`config.mk`:
```
export PLATFORM = sky130hd
export DESIGN_NAME = mp_add_seq_flat
export DESIGN_NICKNAME = d
export VERILOG_FILES = /design/src/rtl/mp_add_seq_pkg.sv /design/src/rtl/mp_add_seq_if.sv /design/src/rtl/mp_add_seq_rca16.sv /design/src/rtl/mp_add_seq.sv /design/src/flat_wrapper.sv
export SDC_FILE = /design/constraint.sdc
export NUM_CORES = 1
export LEC_CHECK = 0
export CAP_MARGIN = 20
export CELL_PAD_IN_SITES_DETAIL_PLACEMENT = 0
export CELL_PAD_IN_SITES_GLOBAL_PLACEMENT = 2
export CORE_MARGIN = 4
export CORE_UTILIZATION = 31
export CTS_BUF_LIST = sky130_fd_sc_hd__clkbuf_2
export DETAILED_ROUTE_END_ITERATION = 8
export PLACE_DENSITY = 0.84
export SYNTH_ARGS = -nofsm -noshare
export SYNTH_HDL_FRONTEND = slang
export SYNTH_SLANG_ARGS = --single-unit
```
`constraint.sdc`:
```
create_clock -name clk -period 8 [get_ports clk]
set_input_delay 0.8 -clock clk [delete_from_list [all_inputs] [get_ports clk]]
set_output_delay 0.8 -clock clk [all_outputs]
set_load 0.02 [all_outputs]
```
`src/rtl/mp_add_seq_pkg.sv`:
```
// Shared types and constants for the multi-precision add/subtract sequencer.
package mp_add_pkg;

  localparam int WORD_W = 16;

  typedef logic [WORD_W-1:0] word_t;

  typedef enum logic [1:0] {
    IDLE = 2'd0,
    RUN  = 2'd1,
    DONE = 2'd2
  } state_t;

  // Index width for a word counter.
  // A single-word counter still needs one bit, so the result never drops below 1.
  function automatic int clog2(input int v);
    int r;
    r = 0;
    while ((1 << r) < v) r++;
    return (r < 1) ? 1 : r;
  endfunction

endpackage

```
`src/rtl/mp_add_seq_if.sv`:
```
// Request/response bundle between a requester and mp_add_seq.
interface mp_add_seq_if
  import mp_add_pkg::*;
#(
  parameter int WORDS = 4
);
  localparam int N = WORDS * WORD_W;

  logic         in_valid;
  logic         in_ready;
  logic         op_sub;
  logic [N-1:0] a;
  logic [N-1:0] b;
  logic         out_valid;
  logic         out_ready;
  logic [N-1:0] sum;
  logic         cout;
  logic         ovf;

  // Requester side.
  modport master (
    output in_valid, op_sub, a, b, out_ready,
    input  in_ready, out_valid, sum, cout, ovf
  );

  // Sequencer side.
  modport slave (
    input  in_valid, op_sub, a, b, out_ready,
    output in_ready, out_valid, sum, cout, ovf
  );

endinterface

```
`src/rtl/mp_add_seq_rca16.sv`:
```
// Existing 16-bit ripple-carry adder, one full adder per bit.
module rca16
  import mp_add_pkg::*;
(
  input  logic [WORD_W-1:0] a,
  input  logic [WORD_W-1:0] b,
  input  logic              cin,
  output logic [WORD_W-1:0] s,
  output logic              cout
);

  logic [WORD_W:0] c;

  assign c[0] = cin;

  for (genvar i = 0; i < WORD_W; i++) begin : g_fa
    assign s[i]   = a[i] ^ b[i] ^ c[i];
    assign c[i+1] = (a[i] & b[i]) | (c[i] & (a[i] ^ b[i]));
  end

  assign cout = c[WORD_W];

endmodule

```
`src/rtl/mp_add_seq.sv`:
```
// Multi-precision add/subtract: WORDS x 16-bit operands pushed through one
// shared rca16, LSB word first, with the carry chained through a register.
module mp_add_seq
  import mp_add_pkg::*;
#(
  parameter int WORDS = 4
)(
  input  logic         clk,
  input  logic         rst_n,
  mp_add_seq_if.slave  bus
);

  localparam int                N     = WORDS * WORD_W;
  localparam int                IDX_W = clog2(WORDS);
  localparam logic [IDX_W-1:0]  LAST  = IDX_W'(WORDS - 1);

  state_t                         state;
  logic [IDX_W-1:0]               idx;
  logic                           carry_q;
  logic [WORDS-1:0][WORD_W-1:0]   op_a;
  logic [WORDS-1:0][WORD_W-1:0]   op_b;
  logic [WORDS-1:0][WORD_W-1:0]   sum_q;
  logic                           cout_q;
  logic                           ovf_q;

  word_t rca_s;
  logic  rca_co;

  logic accept;
  logic running;
  logic last;

  assign accept  = (state == IDLE) && bus.in_valid;
  assign running = (state == RUN);
  assign last    = (idx == LAST);

  // Single shared datapath; the word mux is just the idx select.
  rca16 u_rca (
    .a    (op_a[idx]),
    .b    (op_b[idx]),
    .cin  (carry_q),
    .s    (rca_s),
    .cout (rca_co)
  );

  // Control: state, word index and inter-word carry.
  // idx holds at the last word rather than wrapping; it restarts on accept.
  always_ff @(posedge clk or negedge rst_n) begin
    if (!rst_n) begin
      state   <= IDLE;
      idx     <= '0;
      carry_q <= 1'b0;
    end else begin
      unique case (state)
        IDLE: begin
          if (bus.in_valid) begin
            state   <= RUN;
            idx     <= '0;
            carry_q <= bus.op_sub;
          end
        end
        RUN: begin
          carry_q <= rca_co;
          if (last) state <= DONE;
          else      idx   <= idx + 1'b1;
        end
        DONE: begin
          if (bus.out_ready) state <= IDLE;
        end
        default: state <= IDLE;
      endcase
    end
  end

  // Operand capture; subtract is A + ~B + 1, the +1 coming from carry_q.
  always_ff @(posedge clk or negedge rst_n) begin
    if (!rst_n) begin
      op_a <= '0;
      op_b <= '0;
    end else if (accept) begin
      op_a <= bus.a;
      op_b <= bus.op_sub ? ~bus.b : bus.b;
    end
  end

  // Result words land one per RUN cycle, so sum is only coherent in DONE.
  always_ff @(posedge clk or negedge rst_n) begin
    if (!rst_n) begin
      sum_q <= '0;
    end else if (running) begin
      sum_q[idx] <= rca_s;
    end
  end

  // Final flags come from the top word only; ovf uses the (possibly inverted) B.
  always_ff @(posedge clk or negedge rst_n) begin
    if (!rst_n) begin
      cout_q <= 1'b0;
      ovf_q  <= 1'b0;
    end else if (running && last) begin
      cout_q <= rca_co;
      ovf_q  <= (op_a[WORDS-1][WORD_W-1] == op_b[WORDS-1][WORD_W-1]) &&
                (rca_s[WORD_W-1] != op_a[WORDS-1][WORD_W-1]);
    end
  end

  // Handshake outputs decode straight off the state register.
  assign bus.in_ready  = (state == IDLE);
  assign bus.out_valid = (state == DONE);
  assign bus.sum       = N'(sum_q);
  assign bus.cout      = cout_q;
  assign bus.ovf       = ovf_q;

endmodule

```
`src/flat_wrapper.sv`:
```
// flat-port wrapper written by rule: the top's interface ports become plain ports
module mp_add_seq_flat import mp_add_pkg::*;
#(
  parameter int WORDS = 4
)
  (clk, rst_n, bus_in_valid, bus_op_sub, bus_a, bus_b, bus_out_ready, bus_in_ready, bus_out_valid, bus_sum, bus_cout, bus_ovf);
  mp_add_seq_if #(.WORDS(WORDS)) bus_i ();
  input  logic clk;
  input  logic rst_n;
  input wire logic [$bits(bus_i.in_valid)-1:0] bus_in_valid;
  input wire logic [$bits(bus_i.op_sub)-1:0] bus_op_sub;
  input wire logic [$bits(bus_i.a)-1:0] bus_a;
  input wire logic [$bits(bus_i.b)-1:0] bus_b;
  input wire logic [$bits(bus_i.out_ready)-1:0] bus_out_ready;
  output wire logic [$bits(bus_i.in_ready)-1:0] bus_in_ready;
  output wire logic [$bits(bus_i.out_valid)-1:0] bus_out_valid;
  output wire logic [$bits(bus_i.sum)-1:0] bus_sum;
  output wire logic [$bits(bus_i.cout)-1:0] bus_cout;
  output wire logic [$bits(bus_i.ovf)-1:0] bus_ovf;
  assign bus_i.in_valid = bus_in_valid;
  assign bus_i.op_sub = bus_op_sub;
  assign bus_i.a = bus_a;
  assign bus_i.b = bus_b;
  assign bus_i.out_ready = bus_out_ready;
  assign bus_in_ready = bus_i.in_ready;
  assign bus_out_valid = bus_i.out_valid;
  assign bus_sum = bus_i.sum;
  assign bus_cout = bus_i.cout;
  assign bus_ovf = bus_i.ovf;
  mp_add_seq #(.WORDS(WORDS)) u_core (.clk(clk), .rst_n(rst_n), .bus(bus_i));
endmodule
```
==> impl_results.md, run 1 <==
* Fin Setup TNS at 0 ns
* NetSw at 0.00212 W
* Number of synthesized flops with an enable pin at 0
* Mapped Cells at 662
* Antenna viol nets, final at 0
* Hold Crit Class: in2async
* Worst path most repeated cell: fa_1
* CP Max Fanout at 5
* Number of global-route vias before repair at 6070
* Initial DRC count at 280
* Critical Path Source Type: flop
* Die Y at between 150 and 200 um
* Async set-reset flop share out of synthesis at 1.00
* Dpl hpwl at roughly 16000 um
* Starting Density at 0.317
* DRC viols at 0
* Sw frac at 0.387
* P_leak at 4.66 nW
* #FFs+latches synth at 199
* Final Max Tran Viols at 0
* Crit path launch: u_core.idx[0]
* Worst r2r src: u_core.idx[0]
* Commonest non-fill, non-tap cell in the layout: clkdlybuf4s50_1
* Synthesized net count at 815
* Main flop type after synthesis: dfrtp_1
* Avg Cell Area, Syn at 13.9 sq um
* Crit path largest cell delay at 0.55 ns
* Highest-count cells in the layout ignoring fill and taps: 198 x clkdlybuf4s50_1, 197 x dfrtp_1, 115 x mux2_2, 69 x nor2_1, 65 x a21oi_1
* GRT overflow at 0
* Post-synthesis cell type count at 28
* Vias at 5680
* Die Width at around 180 um
* Fmax at 0.130 GHz
* Die area at 32400 sq um
* Io pins at 201
* Final Setup Violations at 0
* Met3 WL at about 1400 um
* Gate power share at 0.558
* Critical Path Slowest Stage Cell: mux4_2
* P per Cell Area at 463 nW/um^2
* Max-cap violations at 0
* VDD IR max at ~0.21 mV
* WS Path Type: reg2reg
* Fin. Hold Viols at 0
* Drt pass-1 iters at 4
* Layout Nets at 999
* Reg clk slew, reported paths at 0.28 ns
* Post-Syn Area at 9170 sq um
* Final hold slack at ~0.14 ns
* First-pass GRT wire length at 35100 um
* Core area at 28900 sq um
* Worst EP required at 8.61 ns
* Tmin final at 7.69 ns
* Routed wl met2 at just under 10000 um
* Seq/Total Area, Yosys at 0.543
* YS warnings at 0
* Crit share post-route at 0.962
* PortBufs at 200
* Sequential Power Share at 0.334
* Final WL at around 22000 um
* RD Place Congestion at 0.728
* Clk sink count at approximately 200
* Crit end category: flop
* Initial antenna violation count at 6
* FP Rows at 62
* Fillcell total at approximately 2800
* P&R area growth vs syn at 28.6%
* Outcome: finished clean
* TritonCTS buffer count at 17
* Multi-input logic area at 3870 sq um
* Ratio of cells with drive above 1 in the final layout at 0.234
* Root Driver: clkbuf_2
* Vias per inst at around 4.6
* Register area at 4980 sq um
* Clock share of power at 0.108
* Total GRT Usage at 0.137
* TritonCTS clock tree: built
* P_int at around 0.0033 W
* Max-slew headroom at 0.327
* Actual slew at the worst max-slew pin at 1.01 ns
* Worst Path Arrival at 8.31 ns
* H-tree depth at 4
* Crit-path cells: mux4_2 -> fa_2 -> fa_1 -> fa_2 -> fa_1 -> fa_2 -> fa_1 -> fa_1 -> fa_2 -> fa_1 -> fa_1 -> fa_1 -> fa_1 -> fa_1 -> inv_1 -> fa_1 -> inv_1 -> fa_1 -> inv_1 -> fa_1 -> and3_1 -> nor2_1 -> o21ai_0
* Largest net degree at the start of global routing at 184
* Clock Path Buffers at 2
* DR top layer: met5
* Mean routed wirelength per cell at about 18 um
* Clk_lat worst skew at 0.71 ns
* Skew final at 0.0466 ns
* Met1 Wirelength at 10900 um
-- per-layer routing --
| metal | vias up | track usage |
|---|---|---|
| met3 | 16 | 0.0394 |
| li1 | 2672 | - |
| met2 | 159 | 0.199 |
| met5 | - | 0 |
| met4 | 8 | 0.0284 |
| met1 | 2825 | 0.204 |
-- repair_timing --
item | CTS | global route
setup buffers | 0 | 0
hold buffers | 0 | 0
endpoints found under the setup margin | 0 | 5
resized for setup | 0 | 5
-- power groups by stage --
stage               clock (W)  combinational (W)  sequential, W
CTS                  0.000617            0.00307        0.00183
finish               0.000589            0.00305        0.00182
global route         0.000658            0.00337        0.00189
global placement            0            0.00300        0.00184
floorplan                   0            0.00186        0.00195
detailed placement          0            0.00307        0.00186
-- critical path: cells and delay by family (launching register included) --
kind	cells	cell delay [ns]
fa+ha+maj	16	6.02
simple gates	2	0.29
compound gates	1	0.07
flops	1	0.49
buf+inv	3	0.20
mux	1	0.55
-- kinds of logic (layout without fill, tap and decap cells) --
logic type      Yosys count  after routing  share of synthesized area
compound gates           82             82                     0.0464
xor+xnor                 64             64                     0.0611
fa+ha+maj                20             20                     0.0404
buf+inv                  55            252                     0.0370
flops                   199            199                      0.543
mux                     154            154                      0.228
other cells               0              2                          0
simple gates             88             88                     0.0442
-- per-stage QoR --
| step | power, W | utilization | setup WS (ns) | area, sq um | cells |
|---|---|---|---|---|---|
| 2_1_floorplan | 0.00381 | - | 0.151 | 9170 | 662 |
| 3_3_place_gp | 0.00484 | 0.395 | 0.124 | 11400 | 1210 |
| 3_5_place_dp | 0.00493 | 0.395 | 0.0929 | 11400 | 1210 |
| 4_1_cts | 0.00552 | 0.406 | 0.0786 | 11800 | 1242 |
| 5_1_grt | 0.00592 | 0.408 | -0.00172 | 11800 | 1245 |
| 6_report | 0.00546 | 0.408 | 0.307 | 11800 | 1245 |
-- sequential cells by signal (all words and copies together), names as in the netlist --
register         cells
u_core.bus.ovf       1
u_core.op_b         64
u_core.bus.sum      64
u_core.carry_q       1
u_core.op_a         64
u_core.bus.cout      1
u_core.state         2
u_core.idx           2
-- layout make-up --
cell class | count | area share
inverters | 11 | 0.00350
clock buffers | 19 | 0.00806
flip-flops and latches | 199 | 0.422
well taps | 384 | 0.0407
multi-input cells | 408 | 0.328
diodes | 2 | 0.000424
repair buffers | 209 | 0.179
clock inverters | 13 | 0.0181
-- cell usage after synthesis, drive strengths merged (2+ instances only) --
cell | number | share of area
a21oi | 65 | 0.035
a22o | 3 | 0.0029
buf | 42 | 0.032
clkbuf | 2 | 0.00082
dfrtp | 199 | 0.54
fa | 16 | 0.035
ha | 4 | 0.0055
inv | 11 | 0.0045
mux2 | 121 | 0.15
mux4 | 32 | 0.079
nand2 | 10 | 0.0041
nand3b | 4 | 0.0078
nor2 | 69 | 0.028
nor3b | 2 | 0.0022
o21ai | 12 | 0.0065
xnor2 | 64 | 0.061
-- worst paths after layout --
path,end,slack [ns],cells after the start
min in group clk,u_core.bus.sum[31],0.52,2
worst min register to register,u_core.bus.sum[31],0.52,2
max in group asynchronous,u_core.op_a[49],6.63,3
worst min-delay path,u_core.bus.sum[37],0.14,1
worst max register to register,u_core.bus.ovf,0.31,23
worst max-delay path,u_core.bus.ovf,0.31,23
(Power assumes the default switching activity.)
==> run 2: changes to the inputs <==
- CORE_UTILIZATION: 31 -> 36
- PLACE_DENSITY: 0.84 -> 0.91
- clock period: 8 -> 8.7 ns (I/O delays scaled with it)
==> run 2 against run 1 <==
Compared with the run above:
- cell count is 4.5% lower
- register-to-register slack improved by 0.43 ns
- sequential share of layout area increased by 0.65 points
- count of clock-buffer cells in the layout down 2
- final area fell by 1.5%
- first-iteration DRC count fell by 6.1%
- die area decreased by 13%
- core utilization grew 5.5 points
- total power decreased by 11%
- global-route usage rose by 1.7 points
- routed wire length down 4.4%
- sequential power down 8%
- critical path type unchanged
- critical endpoint unchanged
- highest routed layer is now met4
==> impl_results.md, run 2 (synthesized netlist as in run 1, its figures left out) <==
* Fin. Hold Viols at 0 (unchanged)
* Layout Nets at 999 (unchanged)
* TritonCTS clock tree: built (unchanged)
* First-pass GRT wire length at 33800 um (was 35100 um)
* Hold Crit Class: in2async (unchanged)
* Max-slew headroom at 0.332 (was 0.327)
* Dpl hpwl at 15600 um (was 16300 um)
* H-tree depth at 4 (unchanged)
* Worst EP required at 9.34 ns (was 8.61 ns)
* PortBufs at 200 (unchanged)
* Worst path most repeated cell: fa_1 (unchanged)
* P per Cell Area at 419 nW/um^2 (was 463 nW/um^2)
* Max-cap violations at 0 (unchanged)
* RSZ-0062 raised after global routing: no
* Commonest non-fill, non-tap cell in the layout: clkdlybuf4s50_1 (unchanged)
* Crit end category: flop (unchanged)
* Outcome: finished clean (unchanged)
* P&R area growth vs syn at 26.6% (was 28.6%)
* Io pins at 201 (unchanged)
* Total GRT Usage at 0.154 (was 0.137)
* Worst r2r src: u_core.idx[0] (unchanged)
* Starting Density at 0.365 (was 0.317)
* Core area at 25100 sq um (was 28900 sq um)
* Skew final at 0.0335 ns (was 0.0466 ns)
* Final WS setup at 0.736 ns (was 0.307 ns)
* Fin Setup TNS at 0 ns (unchanged)
* Crit path largest cell delay at 0.53 ns (was 0.55 ns)
* Highest-count cells in the layout ignoring fill and taps: 198 x clkdlybuf4s50_1, 197 x dfrtp_1, 115 x mux2_2, 69 x nor2_1, 65 x a21oi_1 (unchanged)
* Number of global-route vias before repair at 5933 (was 6070)
* P_leak at 4.61 nW (was 4.66 nW)
* Clock Path Buffers at 2 (unchanged)
* WS Path Type: reg2reg (unchanged)
* DRC viols at 0 (unchanged)
* Root Driver: clkbuf_2 (unchanged)
* Buf/Inv on CP at 3 (unchanged)
* Die area at 28100 sq um (was 32400 sq um)
* Tmin final at 7.96 ns (was 7.69 ns)
* Critical Path Source Type: flop (unchanged)
* # Post-CTS Setup Buffers at 0 (unchanged)
* VDD IR max at 0.186 mV (was 0.210 mV)
* TritonCTS buffer count at 17 (unchanged)
* Vias at 5606 (was 5680)
* Clk_lat worst skew at 0.72 ns (was 0.71 ns)
* FP Rows at 58 (was 62)
* Final Max Tran Viols at 0 (unchanged)
* Antenna viol nets, final at 0 (unchanged)
* Post-Place Setup Slack at 0.707 ns (was 0.0929 ns)
* Final Setup Violations at 0 (unchanged)
* FF-to-FF path depth at 23 (unchanged)
* N_diodes at 0 (was 2)
* GRT overflow at 0 (unchanged)
* R2r setup slk at 0.74 ns (was 0.31 ns)
* Drt pass-1 iters at 4 (unchanged)
* RD Place Congestion at 0.754 (was 0.728)
* Fillcell total at 2326 (was 2757)
* Mean routed wirelength per cell at 17.8 um (about the same)
* Reg clk slew, reported paths at 0.30 ns (was 0.28 ns)
* Critical R2R Capture: u_core.bus.ovf (unchanged)
* Largest net degree at the start of global routing at 97 (was 184)
* Crit-path cells: mux4_2 -> fa_1 -> fa_1 -> fa_1 -> fa_1 -> fa_1 -> fa_1 -> fa_1 -> fa_1 -> fa_1 -> fa_1 -> fa_1 -> fa_1 -> fa_1 -> inv_1 -> fa_1 -> inv_1 -> fa_1 -> inv_1 -> fa_1 -> and3_1 -> nor2_1 -> o21ai_0 (was mux4_2 -> fa_2 -> fa_1 -> fa_2 -> fa_1 -> fa_2 -> fa_1 -> fa_1 -> fa_2 -> fa_1 -> fa_1 -> fa_1 -> fa_1 -> fa_1 -> inv_1 -> fa_1 -> inv_1 -> fa_1 -> inv_1 -> fa_1 -> and3_1 -> nor2_1 -> o21ai_0)
* Worst Path Arrival at 8.60 ns (was 8.31 ns)
* Initial DRC count at 263 (was 280)
* Final hold slack at 0.131 ns (was 0.144 ns)
* Crit path max-delay family: adder cells (unchanged)
* Die Width at 168 um (was 180 um)
* Crit share post-route at 0.915 (was 0.962)
* Initial antenna violation count at 0 (was 6)
* Die Y at 168 um (was 180 um)
* Fmax at 0.126 GHz (was 0.130 GHz)
* Critical Path Slowest Stage Cell: mux4_2 (unchanged)
* CTS hold repair buffers at 0 (unchanged)
* Number of gates resized after CTS at 0 (unchanged)
* Final WL at 21200 um (was 22200 um)
* Actual slew at the worst max-slew pin at 1.00 ns (was 1.01 ns)
* Vias per inst at 4.71 (was 4.56)
* CP Max Fanout at 6 (was 5)
* Final Core Density at 0.463 (was 0.408)
* Clk sink count at 199 (unchanged)
* Ratio of cells with drive above 1 in the final layout at 0.229 (was 0.234)
run 2: cell types whose count changed in the layout (fill, tap and decap cells not counted):
| cell | change |
|---|---|
| bufinv_16 | -4 |
| fa_1 | +4 |
| fa_2 | -4 |
| clkinvlp_4 | +3 |
| buf_4 | +2 |
| clkbuf_2 | -2 |
| clkinv_4 | +2 |
| diode_2 | -2 |
| inv_6 | -2 |
| inv_8 | +2 |
| buf_12 | -1 |
| buf_6 | -1 |
| clkinv_2 | +1 |
run 2: power breakdown:
| part | leakage [nW] | internal, W | total (W) | switching (W) |
|---|---|---|---|---|
| logic | 2.17 | 0.00141 | 0.00275 | 0.00134 |
| registers | 2.30 | 0.00140 | 0.00168 | 0.000273 |
| clock network | 0.133 | 0.000110 | 0.000442 | 0.000331 |
| total | 4.61 | 0.00292 | 0.00487 | 0.00194 |
run 2: area by class of cell:
class,count,area (sq um),area share
clock buffer,17,85.1,0.00732
clock inverter,15,144,0.0124
inverter,11,41.3,0.00355
multi-input combinational,408,3860,0.332
sequential,199,4980,0.429
tap,330,413,0.0355
timing repair buffer,209,2090,0.180
run 2: stage by stage:
| stage | cells | power (W) | area (sq um) |
|---|---|---|---|
| after detailed placement | 1157 | 0.00450 | 11400 |
| after floorplan | 662 | 0.00350 | 9170 |
| final | 1189 | 0.00487 | 11600 |
| after global routing | 1189 | 0.00526 | 11600 |
| after global placement | 1156 | 0.00441 | 11400 |
| after CTS | 1189 | 0.00494 | 11600 |
run 2: worst register-to-register path, cell delays in order, from the launching register on:
cell and delay [ns]:
dfrtp_2 0.50, mux4_2 0.54, fa_1 0.46, fa_1 0.40, fa_1 0.40, fa_1 0.40, fa_1 0.44, fa_1 0.40
fa_1 0.40, fa_1 0.41, fa_1 0.41, fa_1 0.40, fa_1 0.39, fa_1 0.40, fa_1 0.38, inv_1 0.08
fa_1 0.16, inv_1 0.05, fa_1 0.35, inv_1 0.08, fa_1 0.48, and3_1 0.21, nor2_1 0.09, o21ai_0 0.07
run 2: routing by layer:
| metal | GRT usage | vias to the layer above | part of all wire |
|---|---|---|---|
| met2 | 0.238 | 143 | 0.46 |
| met1 | 0.231 | 2783 | 0.49 |
| met4 | 0.0233 | 0 | 0.0038 |
| met5 | 0 | - | 0 |
| li1 | - | 2675 | - |
| met3 | 0.0297 | 5 | 0.041 |
run 2: worst max path at each step:
stage	from	end	slack [ns]	depth (start not counted)
after floorplan	u_core.idx[0]	u_core.bus.ovf	0.85	25
after global placement	u_core.idx[0]	u_core.bus.ovf	0.75	23
after detailed placement	u_core.idx[0]	u_core.bus.ovf	0.71	23
after CTS	u_core.idx[0]	u_core.bus.ovf	0.70	23
after global routing	u_core.idx[0]	u_core.bus.ovf	0.43	23
final	u_core.idx[0]	u_core.bus.ovf	0.74	23
